==> config.mk <==
export PLATFORM = sky130hd
export DESIGN_NAME = gpio_pad_ctrl_flat
export DESIGN_NICKNAME = d
export VERILOG_FILES = /design/src/rtl/gpio_pad_ctrl_if.sv /design/src/rtl/gpio_pad_ctrl.sv /design/src/flat_wrapper.sv
export SDC_FILE = /design/constraint.sdc
export NUM_CORES = 1
export LEC_CHECK = 0
export CORE_ASPECT_RATIO = 1.75
export CORE_MARGIN = 4
export CORE_UTILIZATION = 40
export DETAILED_ROUTE_END_ITERATION = 6
export DONT_BUFFER_PORTS = 1
export SETUP_SLACK_MARGIN = 0.02
export SLEW_MARGIN = 20
export SYNTH_ARGS = -nofsm -noshare
export SYNTH_HDL_FRONTEND = slang
export SYNTH_SLANG_ARGS = --single-unit
==> constraint.sdc <==
create_clock -name clock -period 3.15 [get_ports clock]
set_clock_uncertainty 0.05 [all_clocks]
set_input_delay 0.63 -clock clock [delete_from_list [all_inputs] [get_ports clock]]
set_output_delay 0.63 -clock clock [all_outputs]
set_load 0.02 [all_outputs]
==> src/rtl/gpio_pad_ctrl_if.sv <==
// Serial configuration port of the GPIO pad controller.
interface gpio_pad_ctrl_if;
  logic ser_valid;
  logic ser_data;
  logic ser_load;
  logic ser_busy;
  logic cfg_err;

  modport master (
    output ser_valid,
    output ser_data,
    output ser_load,
    input  ser_busy,
    input  cfg_err
  );

  modport slave (
    input  ser_valid,
    input  ser_data,
    input  ser_load,
    output ser_busy,
    output cfg_err
  );
endinterface

==> src/rtl/gpio_pad_ctrl.sv <==
// GPIO pad controller.
// Configuration arrives serially into a shift chain. It is copied to the
// active register only when exactly NPADS*CFGW bits were shifted. The active
// register drives the per-pad output mux, the input gating and the drive modes.
module gpio_pad_ctrl #(
  parameter int unsigned     NPADS   = 38,
  parameter int unsigned     CFGW    = 6,
  parameter logic [CFGW-1:0] DEF_CFG = CFGW'(6'b001_0_1_1)
) (
  input  logic               clock,
  input  logic               reset,
  gpio_pad_ctrl_if.slave     ser,
  input  logic [NPADS-1:0]   mgmt_out,
  input  logic [NPADS-1:0]   user_out,
  input  logic [NPADS-1:0]   user_oeb,
  output logic [NPADS-1:0]   io_out,
  output logic [NPADS-1:0]   oeb,
  output logic [NPADS-1:0]   inp_dis,
  output logic [3*NPADS-1:0] dm,
  input  logic [NPADS-1:0]   io_in,
  output logic [NPADS-1:0]   mgmt_in,
  output logic [NPADS-1:0]   user_in
);

  localparam int unsigned TOTAL    = NPADS * CFGW;
  localparam int unsigned CNTW     = $clog2(TOTAL + 2);
  localparam int unsigned B_MGMT   = 0;
  localparam int unsigned B_OEB    = 1;
  localparam int unsigned B_INPDIS = 2;
  localparam int unsigned B_DM     = 3;
  localparam logic [CNTW-1:0] CNT_FULL = CNTW'(TOTAL);
  localparam logic [CNTW-1:0] CNT_SAT  = CNTW'(TOTAL + 1);

  typedef enum logic [1:0] {
    IDLE   = 2'd0,
    SHIFT  = 2'd1,
    COMMIT = 2'd2
  } state_e;

  state_e            state;
  state_e            state_nxt;
  logic [TOTAL-1:0]  chain;
  logic [TOTAL-1:0]  active;
  logic [CNTW-1:0]   cnt;
  logic              cfg_err_q;
  logic [NPADS-1:0]  sync1;
  logic [NPADS-1:0]  sync2;
  logic              shift_en_c;
  logic              cnt_start_c;
  logic              commit_c;

  // State register
  always_ff @(posedge clock) begin
    if (reset) state <= IDLE;
    else       state <= state_nxt;
  end

  // Next-state logic; ser_load is only honoured once a transfer has started
  always_comb begin
    state_nxt = state;
    case (state)
      IDLE:    if (ser.ser_valid) state_nxt = SHIFT;
      SHIFT:   if (ser.ser_load)  state_nxt = COMMIT;
      COMMIT:  state_nxt = IDLE;
      default: state_nxt = IDLE;
    endcase
  end

  // State-decoded controls; serial bits arriving in COMMIT are dropped
  always_comb begin
    shift_en_c  = 1'b0;
    cnt_start_c = 1'b0;
    commit_c    = 1'b0;
    case (state)
      IDLE: begin
        shift_en_c  = ser.ser_valid;
        cnt_start_c = ser.ser_valid;
      end
      SHIFT:   shift_en_c = ser.ser_valid;
      COMMIT:  commit_c   = 1'b1;
      default: ;
    endcase
  end

  assign ser.ser_busy = commit_c;
  assign ser.cfg_err  = cfg_err_q;

  // Shift chain, saturating bit counter, active config and sticky error
  always_ff @(posedge clock) begin
    if (reset) begin
      chain     <= '0;
      cnt       <= '0;
      active    <= {NPADS{DEF_CFG}};
      cfg_err_q <= 1'b0;
    end else begin
      if (shift_en_c) chain <= {chain[TOTAL-2:0], ser.ser_data};
      if (commit_c) begin
        cnt <= '0;
        if (cnt == CNT_FULL) active    <= chain;
        else                 cfg_err_q <= 1'b1;
      end else if (cnt_start_c) begin
        cnt <= CNTW'(1);
      end else if (shift_en_c && (cnt != CNT_SAT)) begin
        cnt <= cnt + CNTW'(1);
      end
    end
  end

  // Two-flop synchronizer for the asynchronous pad inputs
  always_ff @(posedge clock) begin
    if (reset) begin
      sync1 <= '0;
      sync2 <= '0;
    end else begin
      sync1 <= io_in;
      sync2 <= sync1;
    end
  end

  // Per-pad output mux and input routing from the active configuration
  always_comb begin
    io_out  = '0;
    oeb     = '0;
    inp_dis = '0;
    dm      = '0;
    mgmt_in = '0;
    user_in = '0;
    for (int i = 0; i < NPADS; i++) begin
      io_out[i]     = active[i*CFGW + B_MGMT] ? mgmt_out[i] : user_out[i];
      oeb[i]        = active[i*CFGW + B_MGMT] ? active[i*CFGW + B_OEB] : user_oeb[i];
      inp_dis[i]    = active[i*CFGW + B_INPDIS];
      dm[3*i +: 3]  = active[i*CFGW + B_DM +: 3];
      mgmt_in[i]    = sync2[i] &  active[i*CFGW + B_MGMT] & ~active[i*CFGW + B_INPDIS];
      user_in[i]    = sync2[i] & ~active[i*CFGW + B_MGMT] & ~active[i*CFGW + B_INPDIS];
    end
  end

endmodule

==> src/flat_wrapper.sv <==
// flat-port wrapper written by rule: the top's interface ports become plain ports
module gpio_pad_ctrl_flat 
#(
  parameter int unsigned     NPADS   = 38,
  parameter int unsigned     CFGW    = 6,
  parameter logic [CFGW-1:0] DEF_CFG = CFGW'(6'b001_0_1_1)
)
  (clock, reset, mgmt_out, user_out, user_oeb, io_out, oeb, inp_dis, dm, io_in, mgmt_in, user_in, ser_ser_valid, ser_ser_data, ser_ser_load, ser_ser_busy, ser_cfg_err);
  gpio_pad_ctrl_if ser_i ();
  input  logic clock;
  input  logic reset;
  input  logic [NPADS-1:0] mgmt_out;
  input  logic [NPADS-1:0] user_out;
  input  logic [NPADS-1:0] user_oeb;
  output logic [NPADS-1:0] io_out;
  output logic [NPADS-1:0] oeb;
  output logic [NPADS-1:0] inp_dis;
  output logic [3*NPADS-1:0] dm;
  input  logic [NPADS-1:0] io_in;
  output logic [NPADS-1:0] mgmt_in;
  output logic [NPADS-1:0] user_in;
  input wire logic [$bits(ser_i.ser_valid)-1:0] ser_ser_valid;
  input wire logic [$bits(ser_i.ser_data)-1:0] ser_ser_data;
  input wire logic [$bits(ser_i.ser_load)-1:0] ser_ser_load;
  output wire logic [$bits(ser_i.ser_busy)-1:0] ser_ser_busy;
  output wire logic [$bits(ser_i.cfg_err)-1:0] ser_cfg_err;
  assign ser_i.ser_valid = ser_ser_valid;
  assign ser_i.ser_data = ser_ser_data;
  assign ser_i.ser_load = ser_ser_load;
  assign ser_ser_busy = ser_i.ser_busy;
  assign ser_cfg_err = ser_i.cfg_err;
  gpio_pad_ctrl #(.NPADS(NPADS), .CFGW(CFGW), .DEF_CFG(DEF_CFG)) u_core (.clock(clock), .reset(reset), .ser(ser_i), .mgmt_out(mgmt_out), .user_out(user_out), .user_oeb(user_oeb), .io_out(io_out), .oeb(oeb), .inp_dis(inp_dis), .dm(dm), .io_in(io_in), .mgmt_in(mgmt_in), .user_in(user_in));
endmodule
==> parameters.txt, run 1 <==
Parameter                              Value

Run status
  Result of the run    complete, but fails checks
  Failing checks    max-slew violations

STA
  Worst hold slack    0.0955 ns
  Setup violators final    0
  Final number of hold-violating endpoints    0
  Final Max Slew Viols    481
  Relative slew slack    -97.1%
  Worst-Margin Slew    2.96 ns
  Shortest period the worst path allows    2.62 ns
  Max Clock Freq    382 MHz
  Final sum of negative setup slack    0 ns
  Final Worst Setup Slack    0.535 ns
  Setup repair after global routing missed its margin    no
  Share of the clock period used by the worst path    83.0%

Clocking
  Clock tree root buffer cell    sky130_fd_sc_hd__clkbuf_16
  CTS Hold Bufs    0
  CTS max path bufs    3
  Clock latency on the worst-skew pair    0.57 ns
  Number of sinks on the clock net    543
  Num CTS Buffers    50
  Max H-tree Level    2
  Number of gates given a new drive strength after cts    0
  CTS tree    yes
  Worst-path clk slew    0.06 ns
  Post-CTS Setup Inserts    0

Critical path
  Crit path arrival time    2.99 ns
  Largest stage delay on the critical path    0.86 ns
  Critical Path End Type    flip-flop
  Launch instance of the worst register-to-register path    u_core.cnt[0]$_SDFFE_PP0P_
  Cells on worst reg2reg path    7
  Endpoint required time on the critical path    3.53 ns
  Worst R2R Setup Slack    0.91 ns
  CP Cell Sequence    nor2_1 -> mux2i_1
  Kind of critical path    in -> reg
  Largest fanout of any net on the critical path    771
  Slowest-stage cell, CP    sky130_fd_sc_hd__nor2_1
  CP bufs+invs    0
  CP startpoint kind    input pin
  End of the worst register-to-register path    u_core.active[59]$_SDFFE_PP0P_
  Worst path top cell family by delay    simple AND/OR/NAND/NOR gates

Global route
  Largest net degree at the start of global routing    772
  Most used routing layer in global routing    met2
  Aggregate global-route resource usage    15.1%
  Final global-route overflow total    0
  Global-route wire length before repair    77,000 um
  Grt met1 use    17.5%
  Antenna violations before repair    4
  Met2 track demand over resource    27.5%
  Vias in the first global route    14.7k
  Grt met3 use    4.03%

Place
  Placement-stage worst setup slack    0.934 ns
  Weighted congestion reported at the end of routability-driven placement    0.751
  Number of instances in the placed design    2,972
  Count of buffers from port buffering    0
  Post-DP HPWL    31,900 um

Synthesis
  Ys Warns    0
  Netlist area before placement    0.0228 mm2
  Post-synth net total    2,672
  Synth Area per Inst    9.07 um2
  Count of cell types in the netlist    36
  Post-Syn Instances    2,512
  FF+latch count, synth    543
  Part of the Yosys area used for sequential elements    47.7%

Route
  Number of DRC violations after detailed-routing iteration 0    802
  Post-route ant nets    0
  Detailed Routing Iterations Pass 1    4
  DRC Markers    0
  Routed length per placed instance    16.1 um
  Via-to-Cell Ratio    4.94
  Vias post-DR    15.1k
  Total Routed Length    49,400 um

Min path
  Worst Hold Class    in -> reg
  Worst Hold Endpoint    u_core.sync1[4]$_SDFF_PP0_
  Critical hold path startpoint    reset
  Worst hold path stage count    1

Final layout
  Most frequent cells in the layout    sky130_fd_sc_hd__dfxtp_1, sky130_fd_sc_hd__nand2_1, sky130_fd_sc_hd__a21oi_1
  Area taken by multi-input logic gates    0.00978 mm2
  Register cell area after layout    0.0109 mm2
  NumNets Final    2,424
  Number of fillers in the final layout    5,514
  Fraction of layout instances using a drive strength above 1    7.69%
  Area growth from synthesis to layout    3.20%
  Final non-filler cell total    3,063
  Most common cell after layout, fill and taps aside    sky130_fd_sc_hd__dfxtp_1
  Antenna cell count    0

Floorplan
  Die Y    324 um
  Area of the die    0.0610 mm2
  Core ar.    0.0563 mm2
  I/O pins    463
  Die Width    188 um
  Initial Util    40.5%
  Rows    115

Power and ir drop
  Power density of the placed cells    576 mW/mm2
  Leak    0.00751 uW
  Sum of internal, switching and leakage power    13,500 uW
  Worst IR drop on VDD    0.436 mV

Run
  Number of max-cap violations    0
## cell families (layout without fill, tap and decap cells)
family	Yosys count	after routing	synth area share, %
simple gates	1095	1095	23.3
flops	543	543	47.7
compound gates	246	246	5.48
fa+ha+maj	3	3	0.165
buf+inv	318	109	9.42
mux	307	307	13.9
## how the worst max path moves through the flow
| stage | startpoint | end | cells after the start |
|---|---|---|---|
| floorplan | reset | u_core.chain[24]$_SDFFE_PP0P_ | 5 |
| global placement | u_core.cnt[0]$_SDFFE_PP0P_ | u_core.active[75]$_SDFFE_PP1P_ | 7 |
| detailed placement | u_core.cnt[0]$_SDFFE_PP0P_ | u_core.active[59]$_SDFFE_PP0P_ | 7 |
| CTS | u_core.active[74]$_SDFFE_PP0P_ | user_in[12] | 1 |
| global route | u_core.active[74]$_SDFFE_PP0P_ | user_in[12] | 1 |
| finish | reset | u_core.active[49]$_SDFFE_PP1P_ | 2 |
## layer usage
layer / vias to the layer above / part of all wire (%)
met2: 497 / 50
met5: - / 0.026
met1: 7055 / 41
met4: 2 / 2.4
met3: 70 / 7.5
li1: 7502 / -
## layout make-up
type | instances | share of cell area, %
Sequential cell | 543 | 46.2
Multi-Input combinational cell | 1651 | 41.6
Clock buffer | 73 | 6.20
Tap cell | 760 | 4.04
Timing Repair Buffer | 14 | 0.926
Clock inverter | 18 | 0.921
Inverter | 4 | 0.0639
## power breakdown
part / internal, uW / leakage [uW] / switching (uW)
registers: 6910 / 0.00439 / 26.9
clock network: 3560 / 0.000823 / 2640
logic: 166 / 0.00229 / 241
## Yosys cell counts (all sizes together)
library cell	instances	area, um2
a211oi	3	22.5
nor3b	38	285
ha	3	37.5
nor2b	79	494
nor4b	2	32.5
and3	1	6.26
and4bb	1	12.5
nand4b	1	8.76
or3	3	20.0
nand4bb	1	16.3
mux2i	231	2310
clkbuf	106	398
dfxtp	543	10900
nand3b	4	30.0
nor3	2	10.0
a21o	1	7.51
buf	208	1730
nand3	4	20.0
nand2	459	1720
nor2	229	860
or4	1	7.51
o31ai	1	7.51
a21oi	234	1170
o21ai	5	25.0
inv	4	15.0
mux2	76	856
o21bai	2	15.0
or3b	2	17.5
and3b	38	333
nand2b	230	1440
## registers in the layout, summed over array words and instances (netlist names)
name / cells
u_core.active: 228
u_core.chain: 228
u_core.sync1: 38
u_core.sync2: 38
u_core.cnt: 8
u_core.state: 2
u_core.ser.cfg_err: 1
## per-stage QoR
stage | instance area (um2) | utilization, %
final | 23500 | 41.8
after detailed placement | 21800 | 38.8
after global placement | 21800 | 38.8
after floorplan | 22800 | -
after global routing | 23500 | 41.8
after CTS | 23500 | 41.8
Power figures use the tool's default switching activity.
==> run 2: changes to the inputs <==
clock period = 2.6 ns   (was 3.15 ns; I/O delays follow)
==> parameters.txt, run 2 (synthesis gave the netlist of run 1 again) <==
Parameter                              Value

Clocking
  Max H-tree Level    2
  Post-CTS Setup Inserts    0
  Clock latency on the worst-skew pair    0.57 ns
  Number of sinks on the clock net    543
  CTS max path bufs    3
  Clock tree root buffer cell    sky130_fd_sc_hd__clkbuf_16
  Num CTS Buffers    50
  CTS tree    yes
  Worst-path clk slew    0.06 ns

Place
  Count of buffers from port buffering    0
  Weighted congestion reported at the end of routability-driven placement    0.758
  Post-DP HPWL    32,600 um

Critical path
  Crit path arrival time    1.67 ns
  Largest stage delay on the critical path    0.57 ns
  Slowest-stage cell, CP    sky130_fd_sc_hd__nor2b_1
  Endpoint required time on the critical path    2.03 ns
  CP Cell Sequence    nor2b_1
  Last element of the critical path    ser_ser_busy
  Worst path top cell family by delay    simple AND/OR/NAND/NOR gates
  End of the worst register-to-register path    u_core.active[132]$_SDFFE_PP1P_
  Cells on worst reg2reg path    7
  Launch instance of the worst register-to-register path    u_core.cnt[0]$_SDFFE_PP0P_
  Worst R2R Setup Slack    0.49 ns
  CP bufs+invs    0
  Instance count on the critical path    1
  Largest fanout of any net on the critical path    9
  Launching element of the worst setup path    u_core.state[1]$_SDFFE_PP0P_
  CP startpoint kind    flip-flop
  Critical Path End Type    output port
  Kind of critical path    reg -> out

Route
  Vias post-DR    15.2k
  Routed length per placed instance    16.3 um
  DRC Markers    0
  Post-route ant nets    0
  Total Routed Length    50,500 um
  Via-to-Cell Ratio    4.88
  Detailed Routing Iterations Pass 1    5
  Number of DRC violations after detailed-routing iteration 0    862

Final layout
  Fraction of layout instances using a drive strength above 1    8.11%
  Leading registers by flop count    u_core.active (228), u_core.chain (228)
  Antenna cell count    0
  Area growth from synthesis to layout    4.87%
  Most common cell after layout, fill and taps aside    sky130_fd_sc_hd__dfxtp_1
  NumNets Final    2,465
  Most frequent cells in the layout    sky130_fd_sc_hd__dfxtp_1, sky130_fd_sc_hd__nand2_1, sky130_fd_sc_hd__a21oi_1

STA
  Worst-Margin Slew    1.06 ns
  Share of the clock period used by the worst path    86.1%
  Shortest period the worst path allows    2.24 ns
  Worst hold slack    0.0471 ns
  Final sum of negative setup slack    0 ns
  Final number of hold-violating endpoints    0
  Setup repair after global routing missed its margin    no
  Final Max Slew Viols    0
  Max Clock Freq    447 MHz
  Relative slew slack    29.3%
  Setup violators final    0

Global route
  Global-route wire length before repair    79,000 um
  Antenna violations before repair    4
  Vias in the first global route    14.8k
  Largest net degree at the start of global routing    744
  Final global-route overflow total    0
  Aggregate global-route resource usage    15.5%

Floorplan
  Area of the die    0.0610 mm2
  Rows    115
  Core ar.    0.0563 mm2
  I/O pins    463
  Initial Util    40.5%
  Die Y    324 um
  Die Width    188 um

Power and ir drop
  Power density of the placed cells    685 mW/mm2
  Worst IR drop on VDD    0.506 mV
  Leak    0.00770 uW

Run
  Number of max-cap violations    0

Run status
  Result of the run    finished clean

Min path
  Worst Hold Class    in -> reg
run 2: timing repair:
action | 4_1_cts | 5_1_grt
gates resized for setup | 0 | 0
hold buffers | 26 | 0
endpoints found under the hold margin | 54 | 0
run 2: routing by layer:
metal | share of wire [%] | up-vias | GRT usage [%]
li1 | - | 7572 | -
met2 | 49 | 483 | 27.8
met5 | 0.081 | - | 0
met1 | 41 | 7009 | 18.2
met4 | 3.1 | 6 | 5.36
met3 | 7.0 | 82 | 3.90
run 2: final cells by class:
cell class                 count  area [um2]
clock buffer                  77        1510
clock inverter                14         155
fill                        5464       32400
inverter                       4        15.0
multi-input combinational   1651        9780
sequential                   543       10900
tap                          760         951
timing repair buffer          55         613
run 2: per-stage QoR:
step	std cells	utilization (%)	power [uW]	cell area [um2]	setup slack [ns]
finish	3104	42.5	16400	23900	0.361
global route	3104	42.5	17000	23900	0.280
CTS	3104	42.5	16700	23900	0.280
detailed placement	2987	39.0	9090	22000	0.492
global placement	2987	39.0	9090	22000	0.548
floorplan	2512	-	9110	22800	0.876
run 2: report_power, final:
group	internal (uW)	switching [uW]	total, uW
Clock	4290	3140	7430
Sequential	8380	32.8	8410
Combinational	222	310	532
run 2: how the worst min path moves through the flow:
stage                                           from                     endpoint  depth (start not counted)
after global routing                       io_in[33]  u_core.sync1[33]$_SDFF_PP0_                          1
after detailed placement  u_core.sync1[7]$_SDFF_PP0_   u_core.sync2[7]$_SDFF_PP0_                          1
after floorplan           u_core.sync1[0]$_SDFF_PP0_   u_core.sync2[0]$_SDFF_PP0_                          1
after global placement    u_core.sync1[0]$_SDFF_PP0_   u_core.sync2[0]$_SDFF_PP0_                          1
final                                       io_in[3]   u_core.sync1[3]$_SDFF_PP0_                          1
after CTS                                  io_in[35]  u_core.sync1[35]$_SDFF_PP0_                          1
run 2: worst register-to-register path, cell delays in order (launching register included):
cell and delay [ns]:
sky130_fd_sc_hd__dfxtp_1 0.37, sky130_fd_sc_hd__inv_1 0.10, sky130_fd_sc_hd__ha_1 0.15, sky130_fd_sc_hd__nand3_1 0.13, sky130_fd_sc_hd__nor4b_4 0.29, sky130_fd_sc_hd__buf_12 0.28, sky130_fd_sc_hd__buf_12 0.36, sky130_fd_sc_hd__mux2i_1 0.29
